--- src/rtl/add_bcd_sequencer.sv ---
// Adds two 8-bit operands and converts the 9-bit sum to three BCD digits with
// a 9-step shift-add-3 sequence, publishing the digits and 7-segment patterns.
module add_bcd_sequencer (
    input  logic       CLOCK_50,
    input  logic       reset,
    input  logic       start,
    input  logic [7:0] op_a,
    input  logic [7:0] op_b,
    output logic       busy,
    output logic       done,
    output logic [8:0] sum,
    output logic [3:0] bcd_hund,
    output logic [3:0] bcd_tens,
    output logic [3:0] bcd_ones,
    output logic [6:0] HEX2,
    output logic [6:0] HEX1,
    output logic [6:0] HEX0
);

    typedef enum logic [1:0] {IDLE, SHIFT, DONE} state_t;

    state_t      state_q;
    logic        start_q;
    logic [8:0]  sumCapt_q;
    logic [8:0]  sumWork_q;
    logic [11:0] scratch_q;
    logic [3:0]  count_q;

    logic        startEdge;
    logic [8:0]  sumNew;
    logic [11:0] scratchAdj_d;

    assign startEdge = start & ~start_q;
    assign sumNew    = {1'b0, op_a} + {1'b0, op_b};

    function automatic logic [3:0] adjustNibble(input logic [3:0] n);
        return (n >= 4'd5) ? n + 4'd3 : n;
    endfunction

    function automatic logic [6:0] segOf(input logic [3:0] d);
        case (d)
            4'd0:    segOf = 7'b1000000;
            4'd1:    segOf = 7'b1111001;
            4'd2:    segOf = 7'b0100100;
            4'd3:    segOf = 7'b0110000;
            4'd4:    segOf = 7'b0011001;
            4'd5:    segOf = 7'b0010010;
            4'd6:    segOf = 7'b0000010;
            4'd7:    segOf = 7'b1111000;
            4'd8:    segOf = 7'b0000000;
            4'd9:    segOf = 7'b0010000;
            default: segOf = 7'b1111111;
        endcase
    endfunction

    always_comb begin
        scratchAdj_d = {adjustNibble(scratch_q[11:8]),
                        adjustNibble(scratch_q[7:4]),
                        adjustNibble(scratch_q[3:0])};
    end

    // Published outputs only change in DONE, so a conversion never exposes partial digits.
    always_ff @(posedge CLOCK_50) begin
        if (reset) begin
            state_q   <= IDLE;
            start_q   <= 1'b0;
            sumCapt_q <= '0;
            sumWork_q <= '0;
            scratch_q <= '0;
            count_q   <= '0;
            busy      <= 1'b0;
            done      <= 1'b0;
            sum       <= '0;
            bcd_hund  <= '0;
            bcd_tens  <= '0;
            bcd_ones  <= '0;
            HEX2      <= 7'b1000000;
            HEX1      <= 7'b1000000;
            HEX0      <= 7'b1000000;
        end else begin
            start_q <= start;
            done    <= 1'b0;
            busy    <= (state_q != IDLE);
            case (state_q)
                IDLE: begin
                    if (startEdge) begin
                        sumCapt_q <= sumNew;
                        sumWork_q <= sumNew;
                        scratch_q <= '0;
                        count_q   <= 4'd9;
                        state_q   <= SHIFT;
                    end
                end
                SHIFT: begin
                    {scratch_q, sumWork_q} <= {scratchAdj_d, sumWork_q} << 1;
                    count_q <= count_q - 4'd1;
                    if (count_q == 4'd1) begin
                        state_q <= DONE;
                    end
                end
                DONE: begin
                    sum      <= sumCapt_q;
                    bcd_hund <= scratch_q[11:8];
                    bcd_tens <= scratch_q[7:4];
                    bcd_ones <= scratch_q[3:0];
                    HEX2     <= segOf(scratch_q[11:8]);
                    HEX1     <= segOf(scratch_q[7:4]);
                    HEX0     <= segOf(scratch_q[3:0]);
                    done     <= 1'b1;
                    state_q  <= IDLE;
                end
                default: state_q <= IDLE;
            endcase
        end
    end

endmodule

--- config.mk ---
export PLATFORM = sky130hd
export DESIGN_NAME = add_bcd_sequencer
export DESIGN_NICKNAME = d
export VERILOG_FILES = /design/src/rtl/add_bcd_sequencer.sv
export SDC_FILE = /design/constraint.sdc
export NUM_CORES = 1
export LEC_CHECK = 0
export CELL_PAD_IN_SITES_DETAIL_PLACEMENT = 0
export CELL_PAD_IN_SITES_GLOBAL_PLACEMENT = 1
export CORE_UTILIZATION = 39
export CTS_CLUSTER_SIZE = 40
export DETAILED_ROUTE_END_ITERATION = 12
export PLACE_DENSITY_LB_ADDON = 0.3
export REMOVE_ABC_BUFFERS = 1
export SETUP_SLACK_MARGIN = 0.05
export SLEW_MARGIN = 20
export SYNTH_ARGS = -nofsm -noshare
export SYNTH_HDL_FRONTEND = slang
export SYNTH_SLANG_ARGS = --single-unit
--- constraint.sdc ---
create_clock -name CLOCK_50 -period 2.1 [get_ports CLOCK_50]
set_input_delay 0.42 -clock CLOCK_50 [delete_from_list [all_inputs] [get_ports CLOCK_50]]
set_output_delay 0.42 -clock CLOCK_50 [all_outputs]
set_load 0.1 [all_outputs]
# After elaboration in Yosys (flattened, before gate mapping)

Memories as Yosys holds them, arrays and structs flattened. A register that Yosys moved wholly into a read port is not among the register bits.
Index checks and enable logic that the tools add are counted.

Flip-flop bits (word level): 60
Bits in read-only memories: 336
Output and inout port bits: 44
Memories: 3

Add/subtract/negate cells: 5
Magnitude comparators: 3
Eq/ne operators: 5
Mux-type cells: 13
Bitwise operators: 2
Reductions and logical operators: 6

Memories:

| name             | depth | bits a word | read ports | clocked after Yosys merged registers in | write ports | RTL line | text |
|---|---|---|---|---|---|---|---|
| (name not given) | 16    | 7           | 1          | 1                                       | 0           | 41       | `case (d)` |
| (name not given) | 16    | 7           | 1          | 1                                       | 0           | 41       |  |
| (name not given) | 16    | 7           | 1          | 1                                       | 0           | 41       |  |

Operators by type and width:

| kind                  | count |
|---|---|
| $pmux W12 S2          | 1 |
| $pmux W9 S2           | 1 |
| $ge A4 B3 Y1 const B  | 3 |
| $mux W12              | 1 |
| $mux W4               | 3 |
| $add A8 B8 Y9         | 1 |
| $mux W9               | 1 |
| $add A4 B2 Y4 const B | 2 |
| $pmux W4 S2           | 1 |
| $reduce_and A2 Y1     | 3 |
| $eq A4 B1 Y1 const B  | 1 |
| $mux W2               | 2 |
| $ne A2 B2 Y1 const B  | 2 |
| $pmux W2 S2           | 1 |
| $reduce_bool A2 Y1    | 2 |
| $sub A4 B1 Y4 const B | 1 |
| $add A3 B2 Y3 const B | 1 |
| $mux W3               | 1 |
| $eq A2 B1 Y1 const B  | 1 |
| $eq A2 B2 Y1 const B  | 1 |
| $logic_not A2 Y1      | 1 |
| $and A1 B1 Y1         | 1 |
| $mux W1               | 1 |
| $not A1 Y1            | 1 |

# Depth between registers and ports, before layout

Word-level depth: 4
Gate-level depth with buffers: 7
Mapped depth without buffers: 7

# Least setup slack after synthesis

No wires, ideal clock.

Kind: in2reg
From: input port op_a[0]
To: register sumWork_q[6]
Data arrival time: 1714 ps
Data required time: 1966 ps
Path slack: 252 ps
Stages: 7
Buffers on the path: 0
Cell sequence: ha_1 fa_1 a21oi_1 o21ai_1 a21oi_1 xor2_1 o22ai_1

Word-level cells in the longest chain between the ends: 3

Ends and longest elaborated chain:

| item                 | RTL line | text |
|---|---|---|
| start, declared      | 7        | `input logic [7:0] op_a,` |
| $add A8 B8 Y9        | 34       | `assign sumNew = {1'b0, op_a} + {1'b0, op_b};` |
| $mux W9              | 86       | `if (startEdge) begin` |
| $pmux W9 S2          | 84       | `case (state_q)` |
| end signal, assigned | 88       | `sumWork_q <= sumNew;` |
| end signal, assigned | 95       | `{scratch_q, sumWork_q} <= {scratchAdj_d, sumWork_q} << 1;` |
| end, declared        | 25       | `logic [8:0] sumWork_q;` |

No other way between the ends. The select of a mux whose other input is x is not followed.
A chain may end at the register's enable or synchronous reset.

# Worst setup path after layout

Same ends and word-level chain as after synthesis.

==> results.rst <==
.. list-table::
   :header-rows: 1

   * - Metric
     - Value
   * - Setup slack after layout
     - 0.1417 ns
   * - Number of DRC violations after detailed-routing iteration 0
     - 157
   * - Full die area
     - 0.01046 mm^2
   * - Primary FF master, synth
     - dfxtp_1
   * - Sum Neg Setup Slack
     - 0 ns
   * - Cell accounting for the most synthesized area
     - dfxtp_1
   * - Commonest cells in the synthesized netlist
     - nand2_1, a21oi_1, dfxtp_1
   * - Via count of the first global-routing pass
     - 3081
   * - Overflow left after global routing
     - 0
   * - CP max stage cell
     - clkdlybuf4s50_1
   * - Delay contributed by the slowest stage of the critical path
     - 0.41 ns
   * - #FFs+latches synth
     - 81
   * - Number of enable flip-flop cells after synthesis
     - 0
   * - Sum of buffers and inverters on the critical path
     - 1
   * - Vias per cell
     - 4.909
   * - Min Tclk post-route
     - 1.958 ns
   * - Routed len/inst
     - 12.11 um
   * - Final number of hold-violating endpoints
     - 0
   * - Nets
     - 602
   * - Worst-Margin Slew
     - 0.6318 ns
   * - Cell with the most instances after synthesis
     - nand2_1
   * - Antenna Nets Post-Route
     - 0
   * - Period utilization
     - 0.9325
   * - Startpoint type of the worst setup path
     - input pin
   * - Diodes inserted
     - 0
   * - Antenna violations before repair
     - 0
   * - Post-Route WL
     - 8393 um
   * - Pin count of the biggest net entering global routing
     - 32
   * - Height of the chip
     - 102.3 um
   * - Synthesized instance count
     - 491
   * - Leakage power figure
     - 1.887 nW
   * - Worst setup timing slack at the placement stage
     - -0.2983 ns
   * - Count of synthesis-stage warnings from yosys
     - 0
   * - Starting density of the core
     - 0.4012
   * - Count of unresolved DRC violations after routing
     - 0
   * - Sequential-to-total area share from yosys stat
     - 0.4135
   * - Number of clock buffers inserted by TritonCTS
     - 9
   * - Critical path type
     - in -> reg
   * - Post-layout total power
     - 3.241 mW
   * - Total number of vias
     - 3402
   * - Required @ worst endpoint
     - 2.33 ns
   * - Fmax
     - 510.6 MHz
   * - Number of distinct library cells after synthesis
     - 45
   * - All-Layer GR Usage
     - 0.1734
   * - Power per standard cell area
     - 669.8 mW/mm^2
   * - Setup repair bufs after CTS
     - 0
   * - I/O Buffers
     - 62
   * - Critical path, cell by cell
     - clkdlybuf4s50_1, ha_1, fa_1, a21oi_2, o21ai_1, a21oi_2, xor2_1, o22ai_1
   * - Final cell area excluding filler cells
     - 0.004838 mm^2
   * - Global-route wire length before repair
     - 14130 um
   * - Signed area change from the synthesized netlist to the final layout
     - 23.39%
   * - Mapped cell area
     - 0.003921 mm^2
   * - Maximum level of the CTS H-tree
     - 3
   * - First drt pass iteration count
     - 7
   * - Share of the synthesized area in the top cell type
     - 0.4135
   * - Family with the most delay on the worst path
     - adder cells
   * - Fraction of layout instances using a drive strength above 1
     - 0.1679
   * - Longest Clk Path Bufs
     - 2
   * - Maximum net fanout on the critical path
     - 2
   * - Placed cell area
     - 0.004623 mm^2
   * - Arrival time of the worst setup path
     - 2.19 ns
   * - Worst supply voltage drop on vdd
     - 0.2413 mV
   * - Number of violations of the max-capacitance limit
     - 0
   * - Endpoint class of the critical path
     - register
   * - TritonCTS clock tree
     - yes
   * - Most Frequent Cell on Critical Path
     - a21oi_2
   * - Detail Placement HPWL
     - 6020 um
   * - Count of final max-slew check failures
     - 0
   * - Placeable core region
     - 0.009774 mm^2
   * - Syn avg cell area
     - 7.986 um^2
   * - Num ports
     - 63
   * - Worst setup skew after layout
     - 0.007579 ns
   * - Worst-Skew Late Latency
     - 0.36 ns
   * - Total setup violations reported at the end of the flow
     - 0
   * - Top cells by area in the synthesized netlist
     - dfxtp_1, a21oi_1, nand2_1
   * - Site row count
     - 36
   * - Root buffer cell
     - clkbuf_8
   * - Horiz. Die Dim
     - 102.3 um
   * - Clock transition at the registers of the reported paths
     - 0.08 ns
   * - Gpl congestion
     - 0.8480
   * - Number of clock sinks
     - 81
   * - RSZ-0062 raised after global routing
     - false
   * - Outcome
     - finished, final reports clean
   * - Headroom to the max-slew limit
     - 0.5788
   * - FFs w/ async S/R, synth
     - 0
   * - Type of the tightest min-delay check
     - in -> reg
cells in the final DEF (no fill, tap or decap), types with 2 or more instances in the layout:
master            n
mux2i_1           6
a31oi_1           5
xor2_1            5
a22oi_1           4
o31ai_1           3
nand2b_1         12
and2_1            3
nand2_1          91
a311oi_1          4
a21oi_2           2
nor3_1            8
xnor2_1           4
clkdlybuf4s50_1  17
a21oi_1          79
o21ai_0          17
buf_4            69
a21o_1            2
clkbuf_8         12
dfxtp_1          81
inv_1            16
clkbuf_1          2
ha_1             27
and3_1            2
a211oi_1          3
o211ai_1         10
nor2_1           40
nand3_1          13
report_power, final:
group	internal (mW)	switching (mW)
clock network	0.647	0.546
registers	1.59	0.0335
logic	0.169	0.258
total	2.40	0.837
kinds of logic (layout without fill, tap and decap cells):
logic type | count (synthesis) | after routing | synth area share
buffers and inverters | 50 | 119 | 0.05680
and+or+nand+nor | 183 | 183 | 0.2068
adders and majority gates | 28 | 28 | 0.09126
muxes | 6 | 6 | 0.01532
AOI/OAI and AO/OA | 134 | 134 | 0.1962
DFF | 81 | 81 | 0.4135
xor gates and xnor gates | 9 | 9 | 0.02010
worst reg2reg max path, stage by stage, from the launching register on:
cell and delay (ns):
dfxtp_1 0.49, inv_1 0.15, ha_1 0.22, nand2b_1 0.17, a21oi_1 0.31, mux2i_1 0.22
nand2_1 0.06, a21oi_1 0.13
metrics by stage:
stage	hold slack [ns]	utilization	cells
global route	0.3816	0.4950	693
finish	0.3841	0.4950	693
CTS	0.3763	0.4942	693
detailed placement	0.4455	0.4730	677
global placement	0.4396	0.4730	677
floorplan	0.4227	-	457
registers in the layout, summed over array words and instances (netlist names):
| signal | cells |
|---|---|
| bcd_hund | 4 |
| sumCapt_q | 9 |
| HEX2 | 7 |
| bcd_tens | 4 |
| busy | 1 |
| bcd_ones | 4 |
| count_q | 4 |
| state_q | 2 |
| HEX0 | 7 |
| done | 1 |
| sumWork_q | 9 |
| start_q | 1 |
| sum | 9 |
| scratch_q | 12 |
| HEX1 | 7 |
per-layer routing:
metal	up-vias	global-route usage	share of wire	wire, um
met5	-	0	0	0
met4	0	0.07253	0.015	125
met3	11	0.03694	0.031	261
met2	56	0.2932	0.47	3960
met1	1542	0.2134	0.48	4047
li1	1793	-	-	-
worst paths after layout:
path,startpoint,endpoint,slack [ns],cells past startpoint
min,reset,sum[8],0.38,2
max,op_a[0],sumWork_q[6],0.14,8
min reg2reg,HEX2[3],HEX2[3],0.45,2
max reg2reg,scratch_q[5],scratch_q[6],0.28,7
what timing repair did:
item,in CTS,in global routing
endpoints found under the setup margin,0,2
hold buffers,0,0
resized for setup,0,2
final cells by class:
type	instances	area (um^2)
fill	991	4936
inverter	16	60.06
clock inverter	2	35.03
timing repair buffer	87	693.2
clock buffer	14	172.7
sequential	81	1622
multi-input combinational	360	2090
tap	133	166.4
No activity file was read; power rests on OpenSTA's default activity.
==> RTL change (config.mk and constraints unchanged) <==
Remove the register `busy`: a continuous assignment takes its place, so the output `busy` follows one clock earlier.
--- a/src/rtl/add_bcd_sequencer.sv
+++ b/src/rtl/add_bcd_sequencer.sv
@@ -70,3 +70,2 @@
             count_q   <= '0;
-            busy      <= 1'b0;
             done      <= 1'b0;
@@ -82,3 +81,2 @@
             done    <= 1'b0;
-            busy    <= (state_q != IDLE);
             case (state_q)
@@ -116,2 +114,4 @@
 
+    assign busy = (state_q != IDLE);
+
 endmodule
Behaviour: not the same (Yosys sat finds a counterexample within 4 cycles, from zero or initial values and one cycle with reset high).
==> RTL change against the unedited design <==
- first-iteration DRC count decreased by 28%
- critical path depth is the same
- design area shrank 0.28%
- power is 2.1% lower
- area after synthesis fell by 1.1%
- wire length is 1.9% higher
- setup slack got worse by 0.0069 ns
- sequential cell count is 1 lower
- critical path type unchanged
- critical endpoint is now sumCapt_q[6]
- largest power group unchanged
==> RTL change: results (changes against the unedited design) <==
status=complete, no violations (unchanged); Multi-In Gates=357 (was 360); Post-Layout Cell Count=686 (was 693); pre-CTS setup slack=-0.3498 ns (was -0.2983 ns); Final Util=0.4982 (was 0.4950); Leakage=1.894 nW (was 1.887 nW); post-DR vias/cell=4.940 (was 4.909); relative slew slack=0.6708 (was 0.5788); Post-Synth XOR/XNOR Area=0.02032 (was 0.02010); Worst Hold Path EP=HEX0[3] (was sum[8]); nets=595 (was 602); ClkCell Share=0.04072 (was 0.04293); reg-to-reg startpoint=scratch_q[0] (was scratch_q[5]); worst vdd ir=0.0002668 V (was 0.0002413 V); multiplexer area fraction after synthesis=0.01290 (was 0.01532); Synth Area in Compound Gates=0.1968 (was 0.1962); DR pass1 iterations=6 (was 7); CP endpoint=sumCapt_q[6] (was sumWork_q[6]); Iteration-0 DRC Markers=113 (was 157); gp weighted congestion=0.8037 (was 0.8480); top cells by area, synth=dfxtp_1, a21oi_1, nand2_1 (unchanged); Achievable Freq=508.9 MHz (was 510.6 MHz); largest net degree at the start of global routing=52 (was 32); NonClk Buf Share=0.1473 (was 0.1433); Synth top cells by count=nand2_1, a21oi_1, dfxtp_1 (unchanged); crit path DAT=2.26 ns (was 2.19 ns); CP startpoint kind=input pin (unchanged); power density cells=657.6 mW/mm2 (was 669.8 mW/mm2); layout cells sized above 1=0.1700 (was 0.1679); Synth Register Bits=80 (was 81); fraction of area in multi-input gates=0.4346 (was 0.4319); placed cell count=670 (was 677); sequential share of the synthesized area=0.4129 (was 0.4135); total track usage=0.1774 (was 0.1734); global-route wire length before repair=14.37 mm (was 14.13 mm); Post-DP HPWL=5.919 mm (was 6.020 mm); Distinct cells, synth=49 (was 45); Synth Area in Adders=0.09226 (was 0.09126); final hold slack=0.4531 ns (was 0.3841 ns); Clock Skew=0.005632 ns (was 0.007579 ns); Seq/total area=0.3320 (was 0.3351); CTS root buf=clkbuf_8 (unchanged); worst hold path type=reg -> reg (was in -> reg); Plain + repair buffers=86 (was 87)
-- RTL change: cell count changes in the layout (fill, tap and decap cells not counted), moves of 3 or more --
cell / change
o21ai_0: -3
nand3_1: -3
xor2_1: -3
o211ai_1: -3
clkbuf_8: -3
xnor2_1: +3
buf_4: -3
-- RTL change: layer usage --
| layer | part of all wire | track usage | wire length (um) | vias up |
|---|---|---|---|---|
| li1 | - | - | - | 1785 |
| met1 | 0.50 | 0.2342 | 4278 | 1542 |
| met2 | 0.45 | 0.2791 | 3854 | 55 |
| met3 | 0.036 | 0.04831 | 309 | 7 |
| met4 | 0.013 | 0.05909 | 108 | 0 |
| met5 | 0 | 0 | 0 | - |
-- RTL change: timing repair --
item                       CTS  global route
setup endpoints to repair    4             0
setup buffers                0             0
resized for setup            1             0
-- RTL change: where the power goes --
part	leakage (nW)	total (mW)	internal [mW]	switching, mW
combinational	1.15	0.438	0.176	0.263
clock	0.0952	1.13	0.548	0.583
sequential	0.648	1.60	1.57	0.0347
